File: src/rtl/pipeline_hazard_ctrl.sv
// pipeline_hazard_ctrl: forwarding, stall/flush control and mult/div busy sequencer for a 5-stage pipeline
module pipeline_hazard_ctrl #(
  parameter int MULT_CYCLES = 4,
  parameter int DIV_CYCLES = 32
) (
  input  logic       clk,
  input  logic       reset,
  input  logic [4:0] Rs_D,
  input  logic [4:0] Rt_D,
  input  logic [4:0] Rs_E,
  input  logic [4:0] Rt_E,
  input  logic [4:0] WriteReg_E,
  input  logic [4:0] WriteReg_M,
  input  logic [4:0] WriteReg_W,
  input  logic       RegWrite_E,
  input  logic       RegWrite_M,
  input  logic       RegWrite_W,
  input  logic       MemtoReg_E,
  input  logic       MemtoReg_M,
  input  logic       Branch_D,
  input  logic       PCSrc_D,
  input  logic       Jump_D,
  input  logic       MulDiv_D,
  input  logic       MfHiLo_D,
  input  logic       MulDiv_E,
  input  logic       IsDiv_E,
  output logic       StallF,
  output logic       StallD,
  output logic       FlushD,
  output logic       FlushE,
  output logic       ForwardA_D,
  output logic       ForwardB_D,
  output logic [1:0] ForwardA_E,
  output logic [1:0] ForwardB_E,
  output logic       MdBusy,
  output logic       MdDone
);
  typedef enum logic [1:0] {IDLE, BUSY, DONE} state_t;
  state_t state;
  logic [5:0] cnt;
  logic [5:0] load;
  logic lwstall, branchstall, mdstall, stall;
  // register 0 is hardwired, so it never carries a dependency
  function automatic logic hit(input logic [4:0] a, input logic [4:0] b);
    return a != 5'd0 && a == b;
  endfunction
  assign ForwardA_E = (RegWrite_M && hit(WriteReg_M, Rs_E)) ? 2'b10 :
                      (RegWrite_W && hit(WriteReg_W, Rs_E)) ? 2'b01 : 2'b00;
  assign ForwardB_E = (RegWrite_M && hit(WriteReg_M, Rt_E)) ? 2'b10 :
                      (RegWrite_W && hit(WriteReg_W, Rt_E)) ? 2'b01 : 2'b00;
  assign ForwardA_D = RegWrite_M && hit(WriteReg_M, Rs_D);
  assign ForwardB_D = RegWrite_M && hit(WriteReg_M, Rt_D);
  assign lwstall = MemtoReg_E && (hit(WriteReg_E, Rs_D) || hit(WriteReg_E, Rt_D));
  assign branchstall = Branch_D &&
    ((RegWrite_E && (hit(WriteReg_E, Rs_D) || hit(WriteReg_E, Rt_D))) ||
     (MemtoReg_M && (hit(WriteReg_M, Rs_D) || hit(WriteReg_M, Rt_D))));
  assign mdstall = (MulDiv_D || MfHiLo_D) && (state == BUSY || MulDiv_E);
  assign stall = lwstall || branchstall || mdstall;
  assign StallF = stall;
  assign StallD = stall;
  assign FlushE = stall;
  assign FlushD = (PCSrc_D || Jump_D) && !stall;
  assign load = IsDiv_E ? 6'(DIV_CYCLES - 1) : 6'(MULT_CYCLES - 1);
  // a new op may start from DONE, giving back-to-back issue without an idle gap
  always_ff @(posedge clk or posedge reset) begin
    if (reset) begin
      state <= IDLE;
      cnt <= 6'd0;
      MdBusy <= 1'b0;
      MdDone <= 1'b0;
    end else if (state != BUSY && MulDiv_E) begin
      state <= BUSY;
      cnt <= load;
      MdBusy <= 1'b1;
      MdDone <= 1'b0;
    end else if (state == BUSY && cnt == 6'd0) begin
      state <= DONE;
      MdBusy <= 1'b0;
      MdDone <= 1'b1;
    end else if (state == BUSY) begin
      cnt <= cnt - 6'd1;
    end else begin
      state <= IDLE;
      MdDone <= 1'b0;
    end
  end
endmodule

File: config.mk
export PLATFORM = sky130hd
export DESIGN_NAME = pipeline_hazard_ctrl
export DESIGN_NICKNAME = d
export VERILOG_FILES = /design/src/rtl/pipeline_hazard_ctrl.sv
export SDC_FILE = /design/constraint.sdc
export NUM_CORES = 1
export LEC_CHECK = 0
export BUFFER_PORTS_ARGS = -buffer_cell sky130_fd_sc_hd__buf_2
export CAP_MARGIN = 0
export CORE_UTILIZATION = 32
export CTS_CLUSTER_DIAMETER = 80
export DETAILED_ROUTE_END_ITERATION = 7
export GPL_ROUTABILITY_DRIVEN = 0
export PLACE_DENSITY = 0.63
export SYNTH_ARGS = -nofsm -noshare
export SYNTH_HDL_FRONTEND = slang
export SYNTH_SLANG_ARGS = --single-unit
File: constraint.sdc
create_clock -name clk -period 1.9 [get_ports clk]
set_clock_uncertainty 0.15 [all_clocks]
set_input_delay 0.19 -clock clk [delete_from_list [all_inputs] [get_ports clk]]
set_output_delay 0.19 -clock clk [all_outputs]
set_load 0.01 [all_outputs]
Word level (Yosys, flattened, before mapping)
Index checks and enable logic that the tools add are counted.
{"block": "totals", "ff_bits": 10, "wordCells": 71}
{"block": "op_classes", "add_sub_neg": 1, "eq_ne": 12, "n_mux": 16, "reduce_logical": 38}
{"operator": "$eq 5x5->1", "count": 8}
{"operator": "$logic_and 1x1->1", "count": 22}
{"operator": "$mux 6", "count": 3}
{"operator": "$reduce_bool 5->1", "count": 3}
{"operator": "$mux 2", "count": 5}
{"operator": "$logic_or 1x1->1", "count": 8}
{"operator": "$mux 1", "count": 7}
{"operator": "$logic_not 6->1", "count": 1}
{"operator": "$sub 6x1->6 const B", "count": 1}
{"operator": "$mux 5", "count": 1}
{"operator": "$reduce_bool 2->1", "count": 2}
{"operator": "$ne 3x1->1 const B", "count": 1}
{"operator": "$eq 2x1->1 const B", "count": 1}
{"operator": "$ne 2x1->1 const B", "count": 1}
{"operator": "$ne 2x2->1 const B", "count": 1}
{"operator": "$reduce_and 2->1", "count": 1}
{"operator": "$logic_not 1->1", "count": 1}

Longest topological paths before layout
Gate-level depths: netlist (run 1).
{"block": "logic_depth", "word_depth": 10, "mapped_depth": 7}

Worst setup path after synthesis (run 1)
Ideal clock, no wire load.
{"block": "synth_timing", "kind": "register -> register", "start": "register cnt[0]", "end": "register cnt[2]", "setup_time_ns": 0.121, "arrival_time_ns": 1.531, "t_required_ns": 1.629, "setup_slack_ns": 0.098, "path_stages_with_launch": 8, "synth_period_minus_slack_ns": 1.802, "cell_sequence": "dfrtp_1 > inv_1 > ha_1 > or3b_4 > o22ai_4 > inv_2 > o21a_1 > o22a_1"}
{"block": "synth_via", "elab_chain_len": 4, "elab_cells_between_ends": 8}
{"item": "start, declared", "line_no": "40", "text": "logic [5:0] cnt;"}
{"item": "start signal, assigned", "line_no": "73", "text": "cnt <= load;"}
{"item": "start signal, assigned", "line_no": "81", "text": "cnt <= cnt - 6'd1;"}
{"item": "$sub 6x1->6 or $logic_not 6->1 (tied branches)", "line_no": "81, 76"}
{"item": "$mux 6 or $logic_and 1x1->1 (tied branches)", "line_no": "80, 76"}
{"item": "$mux 6 or $ne 2x2->1 (tied branches)"}
{"item": "$mux 6 or $reduce_and 2->1 (tied branches)"}
Parallel ways exist; a longest one is shown, timed or not. The select of a mux whose other input is x is not followed.
A chain may end at the register's enable or synchronous reset.

Worst setup path after layout (run 1)
Same ends and word-level chain as after synthesis.

==> key figures, run 1 <==
Power and ir drop
  • Reg power frac: 0.313
  • Power share of the clock group: 0.134
  • NetSw: 0.416 mW
  • Comb pwr share: 0.553
  • Worst supply voltage drop on vdd: 0.588 mV
  • Power per cell area: 767 nW/um2
  • Leak Pwr: 0.673 nW
  • Internal power: 0.675 mW
  • Total power: 1.09 mW
  • Sw Share: 0.381

Final layout
  • Flip-flop and latch area: 225 um2
  • NumNets Final: 240
  • Multi-input logic area: 761 um2
  • Final-layout fill cell count: 314
  • Area Growth Syn to Fin: 39.2%
  • Layout cells sized above 1: 0.397
  • Number of diodes: 0

Global route
  • Tot GR Track Use: 0.152
  • Largest net degree at the start of global routing: 10
  • Antenna violations before repair: 0
  • GRT overflow: 0
  • Vias in the first global route: 1011
  • First-pass GRT wire length: 4130 um

Detailed routing
  • # DRC: 0
  • DRT antenna net count: 0
  • Mean number of vias per cell: 4.55
  • Vias: 1060
  • Initial drt markers: 37
  • Post-Route WL: 2700 um
  • First-pass DRT Iterations: 4
  • WL/cell: 11.6 um

Logic synthesis
  • Post-synthesis sequential area ratio: 0.220
  • Synth area leaders: xor2_1 (26%), dfrtp_1 (22%), xnor2_1 (9.4%)
  • Fraction of registers with async set/reset: 1.00
  • Count leader, synth: xor2_1
  • Count of unique library cells instantiated by Yosys: 31
  • Post-synthesis cell count: 127
  • YS warnings: 0
  • Post-synthesis area per instance: 8.05 um2
  • Commonest cells post-synth: xor2_1 (30), nor2_1 (18), xnor2_1 (11)
  • Top cell type by total area after synthesis: xor2_1
  • #FFs+latches synth: 9
  • Synth Flop Type: dfrtp_1
  • Syn Nets: 177
  • Top cell type's share of synthesized area: 0.257
  • Synth Cell Area: 1020 um2
  • EDFF count, synth: 0

STA
  • Minimum clock period: 1860 ps
  • Slew Limit Fails: 0
  • Final worst-path setup slack: 35.9 ps
  • Endpoints failing hold: 0
  • Setup TNS: 0 ps
  • Period Utilization, post-route: 0.981
  • Worst Tran Pin Value: 338 ps
  • Final setup violating endpoints: 0
  • Hold_ws: 211 ps
  • Max Fclk: 0.536 GHz
  • Slew margin rel.: 0.773

Placement
  • Dpl hpwl: 2310 um
  • Pre-CTS setup slack: 27.6 ps
  • PortBufs: 60

Critical path
  • Crit path kind: reg -> reg
  • Startpoint types: flop
  • Crit-path max FO: 7
  • Worst Path Arrival: 1860 ps
  • CP Capture Type: flop
  • CP required: 1890 ps

Clock network
  • CTS Buffer Depth: 2
  • Clock-pin slew on the worst setup and hold paths: 60 ps
  • Total CTS buffers: 3
  • CTS tree: done
  • CTS sink cnt: 9
  • H-tree levels: 1
  • Clock Root Buffer: clkbuf_4
  • Clock insertion delay at the later pin of the skew report: 260 ps

Floorplanning
  • Ports: 61
  • Core box area: 3050 um2
  • Initial Util: 0.335
  • Die X: 58.5 um
  • DIE AREA: 3420 um2
  • # rows: 20
  • Die height: 58.5 um

Worst hold path
  • Hold Path Class: in -> reg

Run status
  • Outcome: finished, final reports clean

Flow run
  • Max-cap violation count: 0
## worst paths after layout
check                      startpoint        to  slack, ps  cells past startpoint
max                            cnt[0]    cnt[2]         40                      7
min                           IsDiv_E    cnt[4]        210                      4
max reg2reg                    cnt[0]    cnt[2]         40                      7
min reg2reg                    MdBusy    MdBusy        370                      2
max in group asynchronous       reset  state[0]       1070                      3
min in group asynchronous       reset    MdBusy        280                      3
## what timing repair did
action                                  in CTS  in global routing
setup buffers                                0                  2
endpoints found under the setup margin       0                  4
hold endpoints to repair                     9                  0
hold buffers                                 1                  0
gates resized for setup                      0                  3
## worst max-delay path: stages, from the launching register on
cell	delay, ps
dfrtp_1	390
inv_1	100
ha_4	140
or3b_4	410
o22ai_4	210
inv_2	70
o21a_1	110
o22a_1	170
## per-stage QoR
| step | cell area [um2] | util | std cells |
|---|---|---|---|
| floorplan | 1020 | - | 127 |
| global placement | 1360 | 0.445 | 226 |
| detailed placement | 1360 | 0.445 | 226 |
| CTS | 1400 | 0.457 | 231 |
| global route | 1420 | 0.466 | 233 |
| finish | 1420 | 0.466 | 233 |
## area by class of cell
type                       count  share of cell area
clock buffer                   4              0.0185
inverter                       4              0.0106
multi-input combinational    107               0.535
sequential                     9               0.158
tap                           44              0.0387
timing repair buffer          65               0.239
## flip-flops by register name, summed over array words and instances, names as in the netlist
name	flops
MdBusy	1
cnt	6
MdDone	1
state	1
## power by group through the flow
stage / sequential [mW] / clock, mW / combinational, mW
2_1_floorplan: 0.332 / 0 / 0.377
3_3_place_gp: 0.333 / 0 / 0.538
3_5_place_dp: 0.339 / 0 / 0.548
4_1_cts: 0.336 / 0.151 / 0.552
5_1_grt: 0.351 / 0.156 / 0.671
6_report: 0.341 / 0.147 / 0.603
## cell usage in the layout (no fill, tap or decap)
master / n
nand3_1: 5
or3_1: 1
or3b_4: 1
xor2_1: 30
nor2_1: 18
buf_4: 4
o21a_1: 1
inv_1: 2
o22a_2: 1
or2_2: 1
o32ai_1: 1
nor4_1: 5
nand2b_1: 1
buf_2: 60
nor3_1: 6
and2_1: 1
xnor2_1: 11
or4b_4: 1
o21ai_0: 1
ha_4: 1
inv_2: 2
or4_1: 4
a31oi_1: 1
a21oi_1: 7
clkbuf_1: 1
dlygate4sd3_1: 1
clkbuf_4: 3
a22oi_1: 2
dfrtp_1: 9
o22ai_4: 1
nor2b_1: 1
o22a_1: 2
nand2_1: 3
## per-layer routing
layer  part of all wire  GRT usage  vias to the layer above
met1               0.45      0.185                      455
li1                   -          -                      557
met2               0.48      0.276                       42
met5                  0          0                        -
met4              0.017     0.0578                        0
met3              0.057     0.0132                        6
## logic make-up (layout without fill, tap and decap cells)
logic type | count (synthesis) | count (layout) | synth area share
simple gates | 48 | 48 | 0.246
flops | 9 | 9 | 0.220
fa+ha+maj | 1 | 1 | 0.0122
compound gates | 17 | 17 | 0.122
buf+inv | 11 | 73 | 0.0477
xor+xnor | 41 | 41 | 0.351
(Power assumes the default switching activity.)
==> run 2: changes to the inputs <==
--- a/config.mk
+++ b/config.mk
@@ -7,11 +7,13 @@
 export LEC_CHECK = 0
 export BUFFER_PORTS_ARGS = -buffer_cell sky130_fd_sc_hd__buf_2
 export CAP_MARGIN = 0
-export CORE_UTILIZATION = 32
+export CORE_UTILIZATION = 43
 export CTS_CLUSTER_DIAMETER = 80
 export DETAILED_ROUTE_END_ITERATION = 7
 export GPL_ROUTABILITY_DRIVEN = 0
-export PLACE_DENSITY = 0.63
+export PLACE_DENSITY = 0.8
+export REMOVE_ABC_BUFFERS = 1
+export SLEW_MARGIN = 30
 export SYNTH_ARGS = -nofsm -noshare
 export SYNTH_HDL_FRONTEND = slang
 export SYNTH_SLANG_ARGS = --single-unit
==> run 2 against run 1 <==
The run now ends with negative setup slack left. Sequential share of layout area shrank 0.12 points. Total power increased by 4.3%. Critical path depth did not move. Critical endpoint is now cnt[4].
==> key figures, run 2 (same netlist as run 1, synthesis figures left out) <==
Global route
  • Antenna violations before repair: 0 (unchanged)
  • Routing usage on met3: 0.0212 (+0.00803)
  • GR peak layer: met2
  • Largest net degree at the start of global routing: 10 (unchanged)
  • GRT overflow: 0 (unchanged)
  • Tot GR Track Use: 0.214 (+0.0623)
  • Vias in the first global route: 1047 (+3.6%)
  • First-pass GRT wire length: 4280 um (+3.7%)
  • GRT met1 Usage: 0.260 (+0.0757)
  • Met2 Track Usage GR: 0.393 (+0.117)

Final layout
  • Max FFs per register: 6 (unchanged)
  • Area Growth Syn to Fin: 40.3%
  • Number of diodes: 0 (unchanged)
  • Commonest cells after routing, fill and taps aside: buf_2 (60), xor2_1 (30), nor2_1 (17)
  • NumNets Final: 242 (+0.83%)
  • Layout cells sized above 1: 0.424 (+0.0273)
  • Final-layout fill cell count: 199 (-37%)
  • Commonest non-fill, non-tap cell in the layout: buf_2
  • Biggest register: cnt

STA
  • Final setup violating endpoints: 1 (+1)
  • Final worst-path setup slack: -3.75 ps (-39.7 ps)
  • Minimum clock period: 1900 ps (+39.7 ps)
  • Period Utilization, post-route: 1.00 (+0.0209)
  • Endpoints failing hold: 0 (unchanged)
  • Slew Limit Fails: 0 (unchanged)
  • Hold_ws: 164 ps (-46.2 ps)
  • Worst Tran Pin Value: 373 ps (+35.3 ps)
  • Slew margin rel.: 0.749 (-0.0237)
  • Max Fclk: 0.525 GHz (-2.1%)
  • Unrepaired setup endpoints after global routing: true

Critical path
  • Depth of the worst register-to-register path: 7 (unchanged)
  • Worst path cell trace: inv_2, ha_4, or3b_4, o22ai_4, buf_6, a21oi_1, o22a_2
  • Crit path largest cell delay: 410 ps (about the same)
  • Crit-path slowest cell: or3b_4
  • Crit-path max FO: 6 (-1)
  • Worst Path Arrival: 1900 ps (+40 ps)
  • CP required: 1890 ps (about the same)
  • Startpoint types: flop
  • R2R setup slack: -4 ps (-40 ps)
  • CP Capture Type: flop
  • Crit path kind: reg -> reg

Power and ir drop
  • Power per cell area: 794 nW/um2 (+3.5%)
  • Leak Pwr: 0.685 nW (+1.8%)
  • Total power: 1.14 mW (+4.3%)
  • Worst supply voltage drop on vdd: 0.669 mV (+14%)

Detailed routing
  • WL/cell: 12.8 um (+10%)
  • First-pass DRT Iterations: 4 (unchanged)
  • DRT antenna net count: 0 (unchanged)
  • Mean number of vias per cell: 5.19 (+14%)
  • # DRC: 0 (unchanged)
  • Vias: 1137 (+7.3%)
  • Initial drt markers: 19 (-49%)
  • Post-Route WL: 2800 um (+3.6%)

Floorplanning
  • Ports: 61 (unchanged)
  • Die X: 50.8 um (-13%)
  • Initial Util: 0.458 (+0.123)
  • Die height: 50.8 um (-13%)
  • Core box area: 2230 um2 (-27%)
  • # rows: 17 (-15%)
  • DIE AREA: 2580 um2 (-25%)

Clock network
  • Total CTS buffers: 3 (unchanged)
  • CTS Buffer Depth: 2 (unchanged)
  • CTS sink cnt: 9 (unchanged)
  • H-tree levels: 1 (unchanged)
  • Clock-pin slew on the worst setup and hold paths: 60 ps (about the same)
  • CTS tree: done
  • Clock Root Buffer: clkbuf_4
  • Clock insertion delay at the later pin of the skew report: 250 ps (about the same)

Worst hold path
  • Hold path cells: 3 (-1)
  • Hold Path Class: in -> reg

Placement
  • Dpl hpwl: 2260 um (-2.1%)
  • PortBufs: 60 (unchanged)

Flow run
  • Max-cap violation count: 0 (unchanged)

Run status
  • Failing checks: negative setup slack
  • Outcome: finished with violations
run 2: worst max-delay path, delay by kind of cell, from the launching register on:
family,cells,cell delay (ps)
AO/OA/AOI/OAI,3,470
AND/OR/NAND/NOR,1,410
flip-flops,1,390
buffers and inverters,2,240
adder cells (fa/ha/maj),1,130
run 2: metrics by stage:
step	std cells	setup WS [ps]	util	area, um2	TNS (ps)
after global routing	219	-65.1	0.642	1430	-173
after global placement	209	62.9	0.596	1330	0
after CTS	214	10.1	0.612	1370	0
final	219	-3.75	0.642	1430	-3.75
after floorplan	120	98.0	-	988	0
after detailed placement	209	2.32	0.596	1330	0
run 2: what timing repair did:
item / in CTS / in global routing
endpoints found under the setup margin: 1 / 6
gates resized for setup: 0 / 9
pin swaps: 1 / 6
buffers inserted: 0 / 5
hold endpoints to repair: 9 / 0
hold buffers: 1 / 0
run 2: path summary, 6_finish.rpt:
| path | startpoint | to |
|---|---|---|
| worst max-delay path | cnt[1] | cnt[4] |
| worst min-delay path | MulDiv_E | state[0] |
| worst max register to register | cnt[1] | cnt[4] |
| worst min register to register | MdBusy | MdBusy |
| max in group asynchronous | reset | cnt[5] |
| min in group asynchronous | reset | cnt[0] |
run 2: routing by layer:
layer,vias up,wire length [um],share of wire
li1,565,-,-
met1,511,1180,0.42
met2,55,1390,0.50
met3,6,186,0.066
met4,0,38,0.014
met5,-,0,0
run 2: cell type report:
cell class	instances	area, um2	share of cell area
clock buffers	4	26.3	0.0183
inverters	4	15.0	0.0105
multi-input cells	107	769	0.537
flip-flops and latches	9	225	0.157
well taps	28	35.0	0.0244
repair buffers	67	363	0.253
run 2: report_power, final:
part	internal [mW]	leakage (nW)	switching, mW	total (mW)
clock network	0.0807	0.0150	0.0634	0.144
logic	0.344	0.567	0.306	0.650
registers	0.275	0.103	0.0684	0.344
==> run 3: changes to the inputs <==
--- a/config.mk
+++ b/config.mk
@@ -7,8 +7,9 @@
 export LEC_CHECK = 0
 export BUFFER_PORTS_ARGS = -buffer_cell sky130_fd_sc_hd__buf_2
 export CAP_MARGIN = 0
+export CORE_MARGIN = 1.5
 export CORE_UTILIZATION = 43
-export CTS_CLUSTER_DIAMETER = 80
+export CTS_CLUSTER_DIAMETER = 30
 export DETAILED_ROUTE_END_ITERATION = 7
 export GPL_ROUTABILITY_DRIVEN = 0
 export PLACE_DENSITY = 0.8
==> run 3 against run 2 <==
Routed wire length rose by 5.1%. Fmax increased by 3.4%. The flow now finishes without violations. Global-route usage up 0.51 points. Non-clock buffer count grew 2. Flip-flop and latch count unchanged. Highest routed layer unchanged. Utilization grew 1.2 points. Final area up 1.8%. Critical path depth up 1. Die area is 4.0% higher. Via count grew 1.6%. Setup slack better by 63 ps. Total power rose by 2.2%.
==> key figures, run 3 (same netlist as run 1, synthesis figures left out) <==
Run status
  • Outcome: finished, final reports clean

Critical path
  • CP delay by family, top: simple AND/OR/NAND/NOR gates
  • Buf/Inv on CP: 3 (+1)
  • Crit path kind: reg -> reg
  • Worst Path Arrival: 1830 ps (-70 ps)
  • Crit-path slowest cell: or3b_4
  • CP required: 1890 ps (about the same)
  • Startpoint types: flop
  • Cell repeated most along the worst path: inv_2
  • Crit-path max FO: 7 (+1)
  • CP Capture Type: flop
  • Crit path largest cell delay: 410 ps (about the same)
  • Worst path cell trace: inv_2, ha_4, or3b_4, o22ai_4, inv_2, buf_4, nor2_1, a21oi_1

Final layout
  • Commonest cells after routing, fill and taps aside: buf_2 (60), xor2_1 (30), nor2_1 (16)
  • NumNets Final: 244 (+0.83%)
  • Final instance area: 1460 um2 (+1.8%)
  • Number of diodes: 0 (unchanged)
  • Biggest register: cnt
  • Multi-input logic area: 788 um2 (+2.4%)
  • Commonest non-fill, non-tap cell in the layout: buf_2
  • Flip-flop and latch area: 225 um2 (unchanged)
  • Max FFs per register: 6 (unchanged)
  • Layout cells sized above 1: 0.446 (+0.0215)
  • Final-layout fill cell count: 184 (-7.5%)
  • Area Growth Syn to Fin: 42.8%
  • Fin cells: 221 (+0.91%)

Detailed routing
  • First-pass DRT Iterations: 4 (unchanged)
  • Post-Route WL: 2940 um (+5.1%)
  • WL/cell: 13.3 um (+4.1%)
  • Mean number of vias per cell: 5.23 (+0.66%)
  • Vias: 1155 (+1.6%)
  • DRT antenna net count: 0 (unchanged)
  • # DRC: 0 (unchanged)
  • Initial drt markers: 19 (unchanged)

Worst hold path
  • Hold Path Class: in -> reg

Placement
  • Area after DPL: 1340 um2 (+0.56%)
  • PortBufs: 60 (unchanged)
  • Placed Cells: 210 (+0.48%)
  • Dpl hpwl: 2420 um (+7.2%)

Clock network
  • CTS sink cnt: 9 (unchanged)
  • Clock-pin slew on the worst setup and hold paths: 60 ps (about the same)
  • Clock insertion delay at the later pin of the skew report: 260 ps (about the same)
  • Clock Root Buffer: clkbuf_4
  • CTS Buffer Depth: 2 (unchanged)
  • H-tree levels: 1 (unchanged)
  • Total CTS buffers: 3 (unchanged)
  • CTS tree: done

STA
  • Setup TNS: 0 ps (+3.75 ps)
  • Slew margin rel.: 0.773 (+0.0245)
  • Hold_ws: 193 ps (+28.7 ps)
  • Period Utilization, post-route: 0.969 (-0.0329)
  • Final setup violating endpoints: 0 (-1)
  • Unrepaired setup endpoints after global routing: true
  • Minimum clock period: 1840 ps (-62.6 ps)
  • Worst Tran Pin Value: 340 ps (-33.7 ps)
  • Max Fclk: 0.543 GHz (+3.4%)
  • Slew Limit Fails: 0 (unchanged)
  • Endpoints failing hold: 0 (unchanged)

Global route
  • First-pass GRT wire length: 4450 um (+3.9%)
  • Largest net degree at the start of global routing: 10 (unchanged)
  • Antenna violations before repair: 0 (unchanged)
  • GRT overflow: 0 (unchanged)
  • Tot GR Track Use: 0.219 (+0.00507)
  • Vias in the first global route: 1145 (+9.4%)

Flow run
  • Max-cap violation count: 0 (unchanged)

Power and ir drop
  • Leak Pwr: 0.697 nW (+1.7%)
  • Worst supply voltage drop on vdd: 0.602 mV (-9.9%)
  • Power per cell area: 796 nW/um2 (+0.32%)
  • Total power: 1.16 mW (+2.2%)

Floorplanning
  • Die height: 51.8 um (+2.0%)
  • Core box area: 2230 um2 (unchanged)
  • Initial Util: 0.458 (unchanged)
  • Die X: 51.8 um (+2.0%)
  • # rows: 17 (unchanged)
  • DIE AREA: 2680 um2 (+4.0%)
  • Ports: 61 (unchanged)
## run 3: final timing paths
| kind | slack (ps) | start | endpoint | cells past startpoint |
|---|---|---|---|---|
| setup / recovery | 60 | cnt[1] | cnt[0] | 8 |
| hold / removal | 190 | IsDiv_E | cnt[3] | 4 |
| setup reg to reg | 60 | cnt[1] | cnt[0] | 8 |
| hold reg to reg | 380 | MdBusy | MdBusy | 2 |
| max in group asynchronous | 1070 | reset | cnt[3] | 3 |
| min in group asynchronous | 280 | reset | state[0] | 3 |
## run 3: cell type report
cell class | count | share of cell area
flip-flops and latches | 9 | 0.154
repair buffers | 69 | 0.254
multi-input cells | 107 | 0.540
inverters | 4 | 0.0103
well taps | 28 | 0.0240
clock buffers | 4 | 0.0180
## run 3: per-layer routing
layer	track usage	wire length, um
met5	0	0
met4	0.101	39
met3	0.0115	171
met2	0.438	1570
met1	0.229	1160
## run 3: worst reg2reg max path: stages (launching register included)
cell and delay, ps:
dfrtp_1 380, inv_2 90, ha_4 140, or3b_4 410, o22ai_4 240, inv_2 60
buf_4 140, nor2_1 80, a21oi_1 40
## run 3: where the power goes
group,internal [mW],switching (mW)
registers,0.275,0.0675
clock network,0.0808,0.0642
logic,0.365,0.310
## run 3: metrics by stage
step | util | setup WS [ps]
global placement | 0.599 | 85.8
finish | 0.654 | 58.8
CTS | 0.616 | 26.1
floorplan | - | 98.0
detailed placement | 0.599 | 9.77
global route | 0.654 | -15.3
## run 3: repair_timing
action	4_1_cts	5_1_grt
pin swaps	1	6
endpoints found under the hold margin	9	0
setup endpoints to repair	1	5
buffers inserted	0	6
gates resized for setup	0	11
hold buffers	1	0
